File: src/rtl/dac_window_sequencer.sv
// dac_window_sequencer
// Closed-loop stim sequencer. Steps the DAC state counter once per
// amplifier sample while the evaluator keeps voting "advance". A full window
// of good samples fires a fixed-width stim pulse. The sequencer then waits out
// a refractory period counted in samples, and re-arms.
// Window and holdoff lengths are captured on IDLE->TRACK entry, so that
// register writes made mid-run cannot disturb a window already in progress.
module dac_window_sequencer #(
  parameter int CNT_W     = 32,
  parameter int PULSE_CYC = 4,
  parameter int TRIAL_W   = 16
) (
  input  logic               dataclk,
  input  logic               reset,
  input  logic               arm,
  input  logic               sample_tick,
  input  logic               DAC_advance,
  input  logic               DAC_any_enabled,
  input  logic [CNT_W-1:0]   window_len,
  input  logic [CNT_W-1:0]   holdoff_len,
  output logic [CNT_W-1:0]   DAC_fsm_state_counter,
  output logic               stim_trigger,
  output logic [1:0]         seq_state,
  output logic               reject,
  output logic [TRIAL_W-1:0] stim_count
);

  // Pulse-width counter only needs to reach PULSE_CYC-1.
  localparam int PLS_W = (PULSE_CYC > 1) ? $clog2(PULSE_CYC) : 1;

  localparam logic [PLS_W-1:0]   PLS_ZERO   = {PLS_W{1'b0}};
  localparam logic [PLS_W-1:0]   PLS_ONE    = {{(PLS_W-1){1'b0}}, 1'b1};
  localparam logic [PLS_W-1:0]   PLS_LAST   = PLS_W'(PULSE_CYC - 1);
  localparam logic [CNT_W-1:0]   CNT_ZERO   = {CNT_W{1'b0}};
  localparam logic [CNT_W-1:0]   CNT_ONE    = {{(CNT_W-1){1'b0}}, 1'b1};
  localparam logic [TRIAL_W-1:0] TRIAL_ONE  = {{(TRIAL_W-1){1'b0}}, 1'b1};
  localparam logic [TRIAL_W-1:0] TRIAL_MAX  = {TRIAL_W{1'b1}};

  typedef enum logic [1:0] {
    ST_IDLE    = 2'd0,
    ST_TRACK   = 2'd1,
    ST_STIM    = 2'd2,
    ST_HOLDOFF = 2'd3
  } seq_state_e;

  seq_state_e          state_r,    state_s;
  logic [CNT_W-1:0]    cnt_r,      cnt_s;
  logic [CNT_W-1:0]    win_r,      win_s;
  logic [CNT_W-1:0]    hold_r,     hold_s;
  logic [CNT_W-1:0]    hold_cnt_r, hold_cnt_s;
  logic [PLS_W-1:0]    pulse_cnt_r, pulse_cnt_s;
  logic                reject_r,   reject_s;
  logic                stim_trigger_r;
  logic                stim_entry_s;
  logic [TRIAL_W-1:0]  stim_count_r;

  // Next-state, counter and latch update logic for the sequencer.
  always_comb begin
    state_s      = state_r;
    cnt_s        = cnt_r;
    win_s        = win_r;
    hold_s       = hold_r;
    hold_cnt_s   = hold_cnt_r;
    pulse_cnt_s  = pulse_cnt_r;
    reject_s     = 1'b0;
    stim_entry_s = 1'b0;

    case (state_r)
      ST_IDLE: begin
        cnt_s = CNT_ZERO;
        if (arm && DAC_any_enabled) begin
          state_s = ST_TRACK;
          // A zero-length window behaves as a single-sample window.
          win_s   = (window_len == CNT_ZERO) ? CNT_ONE : window_len;
          hold_s  = holdoff_len;
        end else begin
          state_s = ST_IDLE;
        end
      end

      ST_TRACK: begin
        // Abort takes priority over a coincident sample tick.
        if (!arm || !DAC_any_enabled) begin
          state_s = ST_IDLE;
          cnt_s   = CNT_ZERO;
        end else if (sample_tick) begin
          if (!DAC_advance) begin
            cnt_s    = CNT_ZERO;
            reject_s = 1'b1;
          end else if (cnt_r == (win_r - CNT_ONE)) begin
            cnt_s        = CNT_ZERO;
            state_s      = ST_STIM;
            pulse_cnt_s  = PLS_ZERO;
            stim_entry_s = 1'b1;
          end else begin
            cnt_s = cnt_r + CNT_ONE;
          end
        end else begin
          cnt_s = cnt_r;
        end
      end

      ST_STIM: begin
        // Pulse always runs to completion; only reset can cut it short.
        cnt_s = CNT_ZERO;
        if (pulse_cnt_r == PLS_LAST) begin
          if (!arm) begin
            state_s = ST_IDLE;
          end else if (hold_r == CNT_ZERO) begin
            state_s = ST_TRACK;
          end else begin
            state_s    = ST_HOLDOFF;
            hold_cnt_s = CNT_ZERO;
          end
        end else begin
          pulse_cnt_s = pulse_cnt_r + PLS_ONE;
        end
      end

      ST_HOLDOFF: begin
        cnt_s = CNT_ZERO;
        if (!arm) begin
          state_s = ST_IDLE;
        end else if (sample_tick) begin
          if (hold_cnt_r == (hold_r - CNT_ONE)) begin
            state_s = ST_TRACK;
          end else begin
            hold_cnt_s = hold_cnt_r + CNT_ONE;
          end
        end else begin
          hold_cnt_s = hold_cnt_r;
        end
      end

      default: begin
        state_s = ST_IDLE;
        cnt_s   = CNT_ZERO;
      end
    endcase
  end

  // State register and datapath latches.
  always_ff @(posedge dataclk or negedge reset) begin
    if (!reset) begin
      state_r     <= ST_IDLE;
      cnt_r       <= CNT_ZERO;
      win_r       <= CNT_ZERO;
      hold_r      <= CNT_ZERO;
      hold_cnt_r  <= CNT_ZERO;
      pulse_cnt_r <= PLS_ZERO;
    end else begin
      state_r     <= state_s;
      cnt_r       <= cnt_s;
      win_r       <= win_s;
      hold_r      <= hold_s;
      hold_cnt_r  <= hold_cnt_s;
      pulse_cnt_r <= pulse_cnt_s;
    end
  end

  // Registered pulse outputs: stim high for every cycle spent in STIM, reject for one cycle.
  always_ff @(posedge dataclk or negedge reset) begin
    if (!reset) begin
      stim_trigger_r <= 1'b0;
      reject_r       <= 1'b0;
    end else begin
      stim_trigger_r <= (state_s == ST_STIM);
      reject_r       <= reject_s;
    end
  end

  // Saturating count of stims issued, bumped once on each STIM entry.
  always_ff @(posedge dataclk or negedge reset) begin
    if (!reset) begin
      stim_count_r <= {TRIAL_W{1'b0}};
    end else if (stim_entry_s && (stim_count_r != TRIAL_MAX)) begin
      stim_count_r <= stim_count_r + TRIAL_ONE;
    end else begin
      stim_count_r <= stim_count_r;
    end
  end

  assign DAC_fsm_state_counter = cnt_r;
  assign stim_trigger          = stim_trigger_r;
  assign seq_state             = state_r;
  assign reject                = reject_r;
  assign stim_count            = stim_count_r;

endmodule

File: config.mk
export PLATFORM = sky130hd
export DESIGN_NAME = dac_window_sequencer
export DESIGN_NICKNAME = d
export VERILOG_FILES = /design/src/rtl/dac_window_sequencer.sv
export SDC_FILE = /design/constraint.sdc
export NUM_CORES = 1
export LEC_CHECK = 0
export ABC_AREA = 0
export BUFFER_PORTS_ARGS = -buffer_cell sky130_fd_sc_hd__buf_4
export CAP_MARGIN = 40
export CORE_MARGIN = 3
export CORE_UTILIZATION = 41
export DETAILED_ROUTE_END_ITERATION = 8
export GPL_TIMING_DRIVEN = 0
export PLACE_DENSITY_LB_ADDON = 0.1
export SLEW_MARGIN = 20
export SYNTH_ARGS = -nofsm -noshare
export SYNTH_HDL_FRONTEND = slang
export SYNTH_SLANG_ARGS = --single-unit
File: constraint.sdc
create_clock -name dataclk -period 6.03 [get_ports dataclk]
set_input_delay 0.3015 -clock dataclk [delete_from_list [all_inputs] [get_ports dataclk]]
set_output_delay 0.3015 -clock dataclk [all_outputs]
set_load 0.02 [all_outputs]
# --- Word level (Yosys, flattened, before mapping) ---
# Index checks and enable logic that the tools add are counted.
classes:
  addsub: 6
  mul: 0
  n_div: 0
  order_cmp: 0
  n_eq_ne: 20
  shifts: 0
  n_mux: 40
  n_bitwise: 0
  reduce_logical: 14
ops:
  columns: ["op", "count"]
  rows:
  - ["32-bit two-way mux", 11]
  - ["32-bit case mux with 2 select lines", 2]
  - ["32-bit by 1-bit adder with 32-bit output (second input constant)", 2]
  - ["32-bit == test", 2]
  - ["32-bit logical NOT", 2]
  - ["32-bit by 1-bit subtractor with 32-bit output (second input constant)", 2]
  - ["2-bit two-way mux", 15]
  - ["2-bit inequality test (second input constant)", 11]
  - ["16-bit by 1-bit adder with 16-bit output (second input constant)", 1]
  - ["16-bit inequality test (second input constant)", 1]
  - ["1-bit two-way mux", 10]
  - ["2-bit == test (second input constant)", 4]
  - ["2-bit case mux with 4 select lines", 1]
  - ["7-bit AND reduction", 1]
  - ["6-bit AND reduction", 1]
  - ["2-bit case mux with 2 select lines", 1]
  - ["2-bit nonzero test", 2]
  - ["3-bit inequality test (second input constant)", 1]
  - ["3-bit OR reduction", 1]
  - ["2-bit by 1-bit adder with 2-bit output (second input constant)", 1]
  - ["2-bit by 1-bit == test with 1-bit output (second input constant)", 1]
  - ["1-bit logical AND", 2]
  - ["1-bit logical NOT", 2]
  - ["2-bit logical NOT", 1]
  - ["other kinds (2)", 2]
word_totals:
  reg_bits: 150
  latch_bits: 0
  ramBits: 0
  romBits: 0
  input_bits: 70
  output_inout_bits: 52
  elab_cells: 89
  mem_count: 0

# --- Depth between registers and ports, before layout ---
# Gate-level depths: netlist of run 1.
depth:
  depth_word: 8
  mapped_depth: 14

# --- Worst setup path after synthesis of run 1 ---
# Ideal clock, no wire load.
synth_path:
  path_kind: "register to register"
  from: "register win_r[2]"
  to: "register pulse_cnt_r[1]"
  setup_time_ns: 0.125
  t_arrival_ns: 3.419
  setup_slack_ns: 2.487
  path_stages_with_launch: 13
  synth_period_minus_slack_ns: 3.543
  path_cell_list: "dfrtp_1 buf_6 or4_1 buf_2 or2_1 clkbuf_1 or3_4 o41ai_2 o211ai_1 nor3_4 and3_1 a2bb2oi_2 mux2_2"
synth_via:
  elab_chain_len: 4
synth_rtl:
  columns: ["item", "line", "rtl"]
  rows:
  - ["start: declaration", "48", "logic [CNT_W-1:0] win_r, win_s;"]
  - ["start signal: assignment", "154", "win_r <= win_s;"]
  - ["32-bit by 1-bit subtractor with 32-bit output", "90", "end else if (cnt_r == (win_r - CNT_ONE)) begin"]
  - ["32-bit == test", "90", null]
  - ["2-bit inequality test (no line)", null, null]
  - ["6-bit AND reduction (no line)", null, null]
  - ["end signal: assignment", "157", "pulse_cnt_r <= pulse_cnt_s;"]
  - ["end: declaration", "51", "logic [PLS_W-1:0] pulse_cnt_r, pulse_cnt_s;"]
# Every way passes these cells.
# A chain may end at the register's enable or synchronous reset.

==> results of run 1 <==
[through the flow]
stage | util | hold slack (ps) | worst slack, ps | total power [W]
after CTS | 0.508 | 35.8 | 1790 | 0.00286
after global routing | 0.508 | 25.5 | 1440 | 0.00298
after floorplan | - | 5.91 | 2490 | 0.00154
after detailed placement | 0.481 | 294 | 1840 | 0.00173
after global placement | 0.478 | 482 | 1740 | 0.00172
final | 0.508 | 49.6 | 1730 | 0.00284
[area by class of cell]
class                   count  area (µm²)
clock buffers              17         425
clock inverters            15         184
inverters                  23        86.3
flip-flops and latches    150        3750
multi-input cells         820        5600
well taps                 313         392
repair buffers            125         970
plain buffers              45         189
fillers                  2229       11200
[how the worst max path moves through the flow]
stage | start | to | depth (start not counted)
2_1_floorplan | win_r[2] | pulse_cnt_r[1] | 12
3_3_place_gp | hold_r[3] | pulse_cnt_r[0] | 10
3_5_place_dp | hold_r[4] | pulse_cnt_r[0] | 11
4_1_cts | hold_r[4] | pulse_cnt_r[0] | 11
5_1_grt | hold_r[4] | hold_cnt_r[29] | 11
6_report | hold_r[4] | pulse_cnt_r[0] | 11
[power by group through the flow]
stage	combinational (W)	sequential (W)	clock (W)
global placement	0.000512	0.00121	0
CTS	0.000525	0.00119	0.00115
global route	0.000581	0.00120	0.00120
detailed placement	0.000523	0.00121	0
floorplan	0.000370	0.00117	0
finish	0.000524	0.00119	0.00113
[worst register-to-register path, stage by stage, from the launching register on]
cell and delay [ps]:
dfrtp_1 360, buf_2 170, or4_1 500, buf_2 180, nor4_2 700, nand3_1 150, a2111oi_0 400, nor4bb_1 480
nand4_2 410, a31oi_1 410, a2bb2oi_2 130, mux2_1 310
[state kept, by name (all words and copies together), names as in the netlist]
name / count
DAC_fsm_state_counter: 32
hold_cnt_r: 32
hold_r: 32
win_r: 32
stim_count: 16
pulse_cnt_r: 2
seq_state: 2
reject: 1
stim_trigger: 1
[cells by family after synthesis]
kind of cell / synth area share
AOI/OAI and AO/OA: 0.110
and+or+nand+nor: 0.265
buffers and inverters: 0.0286
DFF: 0.390
muxes: 0.0789
adders and majority gates: 0.00780
xor gates and xnor gates: 0.119
[cells in the mapped netlist (5+ instances only)]
library cell    n  area, µm²
nor4b_1         6       52.6
and4_1          9       78.8
buf_2           7       35.0
and2_1          9       56.3
nand2_1        70        263
a21oi_1        28        140
nand2b_1        9       56.3
nor4_1         46        288
dfrtp_1       150       3750
a31oi_1        11       68.8
xnor2_1        80        701
mux2i_1         5       50.1
o21ai_0        58        290
ha_1            6       75.1
nand4_1        23        144
nor3b_1        12       90.1
inv_1          23       86.3
mux2_2         61        687
a21o_1          7       52.6
xor2_1         51        447
or3_1          18        113
o31ai_1         9       67.6
nor3_1         40        200
nor2b_1         6       37.5
and3_1         27        169
or4_1          21        158
nand3_1        54        270
clkbuf_1       36        135
nor2_1         72        270
[metal layers]
| metal | GRT usage | routed length (µm) | up-vias |
|---|---|---|---|
| met5 | 0 | 0 | - |
| met4 | 0.0517 | 449 | 0 |
| met3 | 0.0427 | 1210 | 35 |
| met2 | 0.370 | 13500 | 197 |
| met1 | 0.308 | 13200 | 4101 |
| li1 | - | - | 4133 |
[timing repair]
action | in CTS | in global routing
hold endpoints to repair | 63 | 0
buffers inserted | 0 | 0
gates resized for setup | 0 | 0
hold buffers | 1 | 0
==> qor.yml, run 1 <==
syn_inst: 1038
rsz0062_at_grt: "false"
layout.cells.most_common: "dfrtp_1"
path_cells: "buf_2 -> or4_1 -> buf_2 -> nor4_2 -> nand3_1 -> a2111oi_0 -> nor4bb_1 -> nand4_2 -> a31oi_1 -> a2bb2oi_2 -> mux2_1"
final_cell_count_no_fill: 1508
timing.rr.end: "pulse_cnt_r[0]"
path_clk_slew_ps: 70
min_period_ps: 4300
grt_use_total: 0.225
holdPathStages: 2
ff2ff_setup_slack_ps: 1730
synth_nets: 1114
comb_power_share: 0.185
ys_warn_count: 0
hold_viol: 0
syn_to_final_growth_pct: 20.5
fin_skew_ps: 14.1
cts_tree: "built"
critPathMaxFanout: 9
finalWeightedCongestion: 0.880
clock-sinks: 150
criticalPathCategory: "reg2reg"
num_vias: 8466
end_kind: "register"
grt_max_degree: 88
finalWirelength_um: 28400
internal-power_w: 0.00196
antenna_cells: 0
postPlaceCellArea_mm2: 0.0110
avgRoutedWirePerCell_um: 18.8
drt-pass1-iter-count: 5
worstReg2RegStart: "hold_r[4]"
start_kind: "register"
synth-async-reset-ratio: 1.00
critical-path-top-delay-family: "simple AND/OR/NAND/NOR gates"
clock_latency_ps: 440
crit_arrival_ps: 4620
place_hpwl_um: 21700
port_buffers: 121
nNetsFinal: 1258
fin_area_mm2: 0.0116
ys_ff_latch: 150
postRouteAntennaNets: 0
layout_common_cells: "dfrtp_1 (150), buf_4 (121), xnor2_1 (80)"
required_ps: 6350
die_h_um: 159
ir_drop_mv: 0.162
critical_path_buf_inv_count: 2
drive_gt1_frac: 0.210
grt_overflow: 0
ys.flop_type: "dfrtp_1"
fin_crit_sh: 0.713
switching_power_w: 0.000882
synth_edf_count: 0
grt_pass1_vias: 8236
tns_ps: 0
place_inst: 1475
numCtsBuffers: 17
core_area_mm2: 0.0228
worstRegToRegCells: 11
cts-root-buf: "clkbuf_16"
routed_via_density: 5.61
rows: 55
synthesis.area_mm2: 0.00962
hold_start: "DAC_advance"
drv_cap: 0
max_stage_delay_ps: 700
cts_max_path_buffers: 2
status: "completed"
drt_first_iter_violations: 653
tightest_slew_ps: 824
min_path_type: "in2reg"
dieArea_mm2: 0.0253
initial_core_util: 0.421
crit_path_frequent_cell: "buf_2"
worstHoldEndpoint: "reject"
h-tree-depth: 4
pin_count: 122
p_sw_frac: 0.311
p_seq_frac: 0.419
setup_viol: 0
avgSynthCellArea_um2: 9.27
grt_pass1_wl_um: 45700
clkPwrFrac: 0.396
worst_path_max_delay_cell: "nor4_2"
ys_types: 77
antenna_found_initial: 0
leakage_nw: 4.78
slew_headroom: 0.446
die_x_um: 159
synth-seq-area-share: 0.390
maxSlewViolCount: 0
fmax_ghz: 0.232
powerDensity_mw_per_mm2: 245
drc: 0
(Power assumes the default switching activity.)
==> inputs of run 2 (changes only) <==
Settings changed: ABC_AREA 0 to 1.
Clock period 6.03 ns to 4.1 ns, I/O delays scaled along.
==> run 2 against run 1 <==
Against the previous run:
- sequential cell count unchanged
- die area rose by 14%
- cell area is 13% higher
- critical path depth is 2 higher
- utilization shrank 0.64 points
- routed wire length up 26%
- clock skew rose by 1.9 ps
- global-route usage increased by 2.7 points
- via count increased by 27%
- synthesized cell count up 52%
- first-iteration DRC count is 6.0% lower
- sequential power is 55% higher
- critical endpoint is now hold_cnt_r[18]
- largest cell class unchanged
==> qor.yml, run 2 <==
required_ps: 4460
grt_pass1_vias: 10700
tns_ps: 0
status: "completed"
initial_core_util: 0.420
die_h_um: 170
grt_use_total: 0.252
place_hpwl_um: 28600
routed_via_density: 5.16
setup_viol: 0
maxSlewViolCount: 0
grt_max_degree: 91
post-place-ws_ps: 823
cts_max_path_buffers: 2
start_kind: "register"
p_seq_frac: 0.403
port_buffers: 121
synth_nets: 1654
multi_input_area_mm2: 0.00627
rsz0062_at_grt: "false"
synth_top_cell_by_area: "dfrtp_1"
critical-path-top-delay-family: "simple AND/OR/NAND/NOR gates"
critPathMaxFanout: 10
postRouteAntennaNets: 0
synth-seq-area-share: 0.341
slew_headroom: 0.508
ir_drop_mv: 0.251
clock-sinks: 150
min_path_type: "in2reg"
criticalPathCategory: "reg2reg"
syn_to_final_growth_pct: 19.3
max_stage_delay_ps: 400
path_cells: "inv_1 -> ha_1 -> nand2_1 -> nor2_1 -> nand2_1 -> nor2_2 -> nand4_1 -> o21ai_0 -> clkinv_1 -> nand2_1 -> clkbuf_1 -> nand3_1 -> nand2_1"
holdPathStages: 2
clock_latency_ps: 440
finalWirelength_um: 35600
timing.rr.end: "hold_cnt_r[18]"
grt_overflow: 0
cts_tree: "built"
nNetsFinal: 1813
avgSynthCellArea_um2: 6.98
yosysMostFrequentCell: "nand2_1"
hold_viol: 0
ff2ff_setup_slack_ps: 810
synthesis.area_mm2: 0.0110
min_period_ps: 3290
worstRegToRegCells: 13
grt_pass1_wl_um: 56900
worstReg2RegStart: "hold_r[1]"
switching_power_w: 0.00162
yosysTopAreaCellShare: 0.341
ys_warn_count: 0
end_kind: "register"
drc: 0
dieArea_mm2: 0.0289
antenna_found_initial: 0
layout_common_cells: "nand2_1 (393), nor2_1 (214), inv_1 (200)"
critical_path_buf_inv_count: 3
pin_count: 122
comb_power_share: 0.244
clkPwrFrac: 0.352
powerDensity_mw_per_mm2: 348
drive_gt1_frac: 0.137
fin_crit_sh: 0.802
synth-async-reset-ratio: 1.00
crit_path_frequent_cell: "nand2_1"
regArea_mm2: 0.00375
syn_inst: 1578
final_util: 0.501
fin_ws_ps: 812
rows: 59
die_x_um: 170
drv_cap: 0
ys.flop_type: "dfrtp_1"
hold_start: "holdoff_len[20]"
core_area_mm2: 0.0262
synth_area_leaders: "dfrtp_1 (34%), nand2_1 (13%), xor2_1 (8.4%)"
numCtsBuffers: 17
ys_ff_latch: 150
synth_edf_count: 0
internal-power_w: 0.00294
ys_types: 46
h-tree-depth: 4
finalWeightedCongestion: 0.951
num_vias: 10800
drt-pass1-iter-count: 5
power_w: 0.00457
avgRoutedWirePerCell_um: 17.1
cts-root-buf: "clkbuf_16"
leakage_nw: 6.30
fmax_ghz: 0.304
antenna_cells: 0
p_sw_frac: 0.355
worst_path_max_delay_cell: "clkbuf_1"
crit_arrival_ps: 3650
path_clk_slew_ps: 70
drt_first_iter_violations: 614
tightest_slew_ps: 738
nFillCells: 2616
layout.cells.most_common: "nand2_1"
fin_skew_ps: 16.0
yosys-top-cells-count: "nand2_1 (393), nor2_1 (214), inv_1 (200)"
worstHoldEndpoint: "hold_r[20]"
==> run 2: metal layers <==
| layer | track usage | routed length (µm) |
|---|---|---|
| met5 | 0 | 0 |
| met4 | 0.0786 | 1040 |
| met3 | 0.0318 | 1590 |
| met2 | 0.434 | 17500 |
| met1 | 0.330 | 15500 |
==> run 2: kinds of logic after synthesis <==
group,synth area share
AOI/OAI and AO/OA,0.0518
adders and majority gates,0.00682
muxes,0.0368
and+or+nand+nor,0.360
buffers and inverters,0.0892
DFF,0.341
xor gates and xnor gates,0.115
==> run 2: timing repair <==
| action | in CTS | in global routing |
|---|---|---|
| setup buffers | 0 | 0 |
| hold buffers | 16 | 1 |
| hold endpoints to repair | 104 | 1 |
| gates resized for setup | 0 | 0 |
==> run 2: how the worst max path moves through the flow <==
stage,slack [ps],depth (start not counted),end,from
floorplan,1750,19,stim_count[10],win_r[0]
global placement,860,13,hold_cnt_r[18],hold_r[1]
detailed placement,820,13,hold_cnt_r[18],hold_r[1]
CTS,800,13,hold_cnt_r[18],hold_r[1]
global route,460,13,hold_cnt_r[27],hold_r[1]
finish,810,13,hold_cnt_r[18],hold_r[1]
==> run 2: power by group through the flow <==
stage	clock network [W]	logic (W)	registers (W)
floorplan	0	0.000783	0.00179
global placement	0	0.00108	0.00186
detailed placement	0	0.00110	0.00186
CTS	0.00164	0.00112	0.00184
global route	0.00169	0.00126	0.00186
finish	0.00161	0.00112	0.00184
==> run 2: cell type report <==
type | count | share of cell area
inverter | 204 | 0.0583
sequential | 150 | 0.286
buffer | 46 | 0.0165
multi-input combinational | 1178 | 0.477
clock inverter | 13 | 0.0109
clock buffer | 19 | 0.0337
timing repair buffer | 140 | 0.0856
tap | 335 | 0.0319
==> run 2: stage by stage <==
stage | hold slack (ps) | std cells | cell area, µm²
after floorplan | -90.6 | 1578 | 11000
after global placement | 425 | 2034 | 12300
after detailed placement | 284 | 2036 | 12400
after CTS | 0.838 | 2084 | 13100
after global routing | 2.77 | 2085 | 13100
final | 14.9 | 2085 | 13100
==> inputs of run 3 (changes only) <==
Settings changed: ABC_AREA 1 to 0.
Clock period 4.1 ns to 3.1 ns, I/O delays scaled along.
==> run 3 against run 2 <==
Against the previous run:
- the flow now finishes with violations (setup timing)
- first-iteration DRC count decreased by 1.3%
- global-route usage down 0.99 points
- sequential share of layout area is 2.2 points lower
- non-clock buffer count increased by 103
- sequential cell count unchanged
- critical endpoint is now pulse_cnt_r[1]
==> qor.yml, run 3 (synthesis results as in run 1) <==
ir_drop_mv: 0.355
min_period_ps: 3450
clock-sinks: 150
setup_viol: 77
required_ps: 3420
antenna_cells: 0
violations: "setup timing"
finalWeightedCongestion: 0.887
start_kind: "register"
critPathMaxFanout: 4
status: "complete, but fails checks"
rsz0062_at_grt: "true"
rows: 55
fin_crit_sh: 1.11
place_hpwl_um: 21900
tns_ps: -10650
slew_headroom: 0.480
h-tree-depth: 4
antenna_found_initial: 0
finalWirelength_um: 31900
powerDensity_mw_per_mm2: 407
dieArea_mm2: 0.0253
routed_via_density: 5.71
power_w: 0.00581
finalHoldWorstSlack_ps: 11.9
ff2ff_setup_slack_ps: -350
nNetsFinal: 1378
pin_count: 122
grt_pass1_vias: 9070
maxSlewViolCount: 0
avgRoutedWirePerCell_um: 19.6
path_clk_slew_ps: 70
initial_core_util: 0.421
grt_max_degree: 83
fin_skew_ps: 17.2
die_h_um: 159
port_buffers: 121
grt_use_total: 0.242
num_vias: 9290
grt_overflow: 0
postRouteAntennaNets: 0
numCtsBuffers: 17
die_x_um: 159
crit_arrival_ps: 3780
nFillCells: 1920
syn_to_final_growth_pct: 48.4
drt_first_iter_violations: 606
layout_common_cells: "buf_4 (165), dfrtp_1 (135), xnor2_1 (74)"
drc: 0
cts_tree: "built"
layout.cells.most_common: "buf_4"
cts-root-buf: "clkbuf_16"
cts_max_path_buffers: 2
tightest_slew_ps: 778
clock_latency_ps: 440
hold_viol: 0
fin_area_mm2: 0.0143
leakage_nw: 5.81
grt_pass1_wl_um: 49300
drive_gt1_frac: 0.373
fmax_ghz: 0.289
end_kind: "register"
core_area_mm2: 0.0228
postPlaceCellArea_mm2: 0.0114
drt-pass1-iter-count: 6
criticalPathCategory: "reg2reg"
fin_ws_ps: -354
min_path_type: "in2reg"
drv_cap: 0
final_util: 0.625
==> run 3: cell types whose count changed in the layout (fill, tap and decap cells not counted), sizes merged, moves of 21 or more <==
cell         before  now
and3              3   27
nand4            71   24
or4               0   21
nand3           101   55
nor4             16   51
nor2            232   72
mux2             36   63
nand2           398   71
xnor2            39   80
inv             208   30
xor2            105   51
buf             137  194
dlygate4sd3      17   65
==> run 3: final cells by class <==
cell class	instances	area (µm²)	share of cell area
sequential	150	3770	0.264
buffer	35	233	0.0163
clock inverter	13	113	0.00789
inverter	23	86.3	0.00605
timing repair buffer	254	2260	0.158
clock buffer	19	443	0.0310
multi-input combinational	821	6990	0.489
tap	313	392	0.0274
==> run 3: worst max-delay path: stages, from the launching register on <==
cell and delay (ps):
dfrtp_2 440, or4_4 550, buf_4 180, nor4_4 240, a21oi_1 130, a2111oi_2 400, nand4_1 220, nor4_4 300
buf_4 180, and3_4 200, a2bb2oi_4 180, mux2_4 310
==> run 3: worst paths after layout <==
check	startpoint	to	depth (start not counted)
setup / recovery	win_r[11]	pulse_cnt_r[1]	11
hold / removal	window_len[0]	win_r[0]	3
setup reg to reg	win_r[11]	pulse_cnt_r[1]	11
hold reg to reg	stim_count[5]	stim_count[5]	1
max in group asynchronous	reset	win_r[8]	3
min in group asynchronous	reset	hold_r[2]	2
==> run 3: repair_timing <==
action | 4_1_cts | 5_1_grt
gates cloned | 4 | 2
hold endpoints to repair | 132 | 0
resized for setup | 118 | 135
pin swaps | 58 | 69
setup endpoints to repair | 85 | 85
buffers inserted | 36 | 27
hold buffers | 65 | 0
==> run 3: where the power goes <==
part	total, W	switching (W)	internal, W	leakage [nW]
sequential	0.00237	0.000264	0.00211	1.94
combinational	0.00141	0.000708	0.000700	3.61
clock	0.00203	0.000957	0.00107	0.269
==> run 3: metal layers <==
layer,share of wire,track usage
met1,0.43,0.311
met2,0.50,0.410
met3,0.040,0.0411
met4,0.024,0.0867
met5,0,0
==> run 3: metrics by stage <==
step / std cells / worst slack (ps)
3_5_place_dp: 1474 / -1000
3_3_place_gp: 1472 / -1010
5_1_grt: 1628 / -436
2_1_floorplan: 1038 / -272
6_report: 1628 / -354
4_1_cts: 1607 / -367
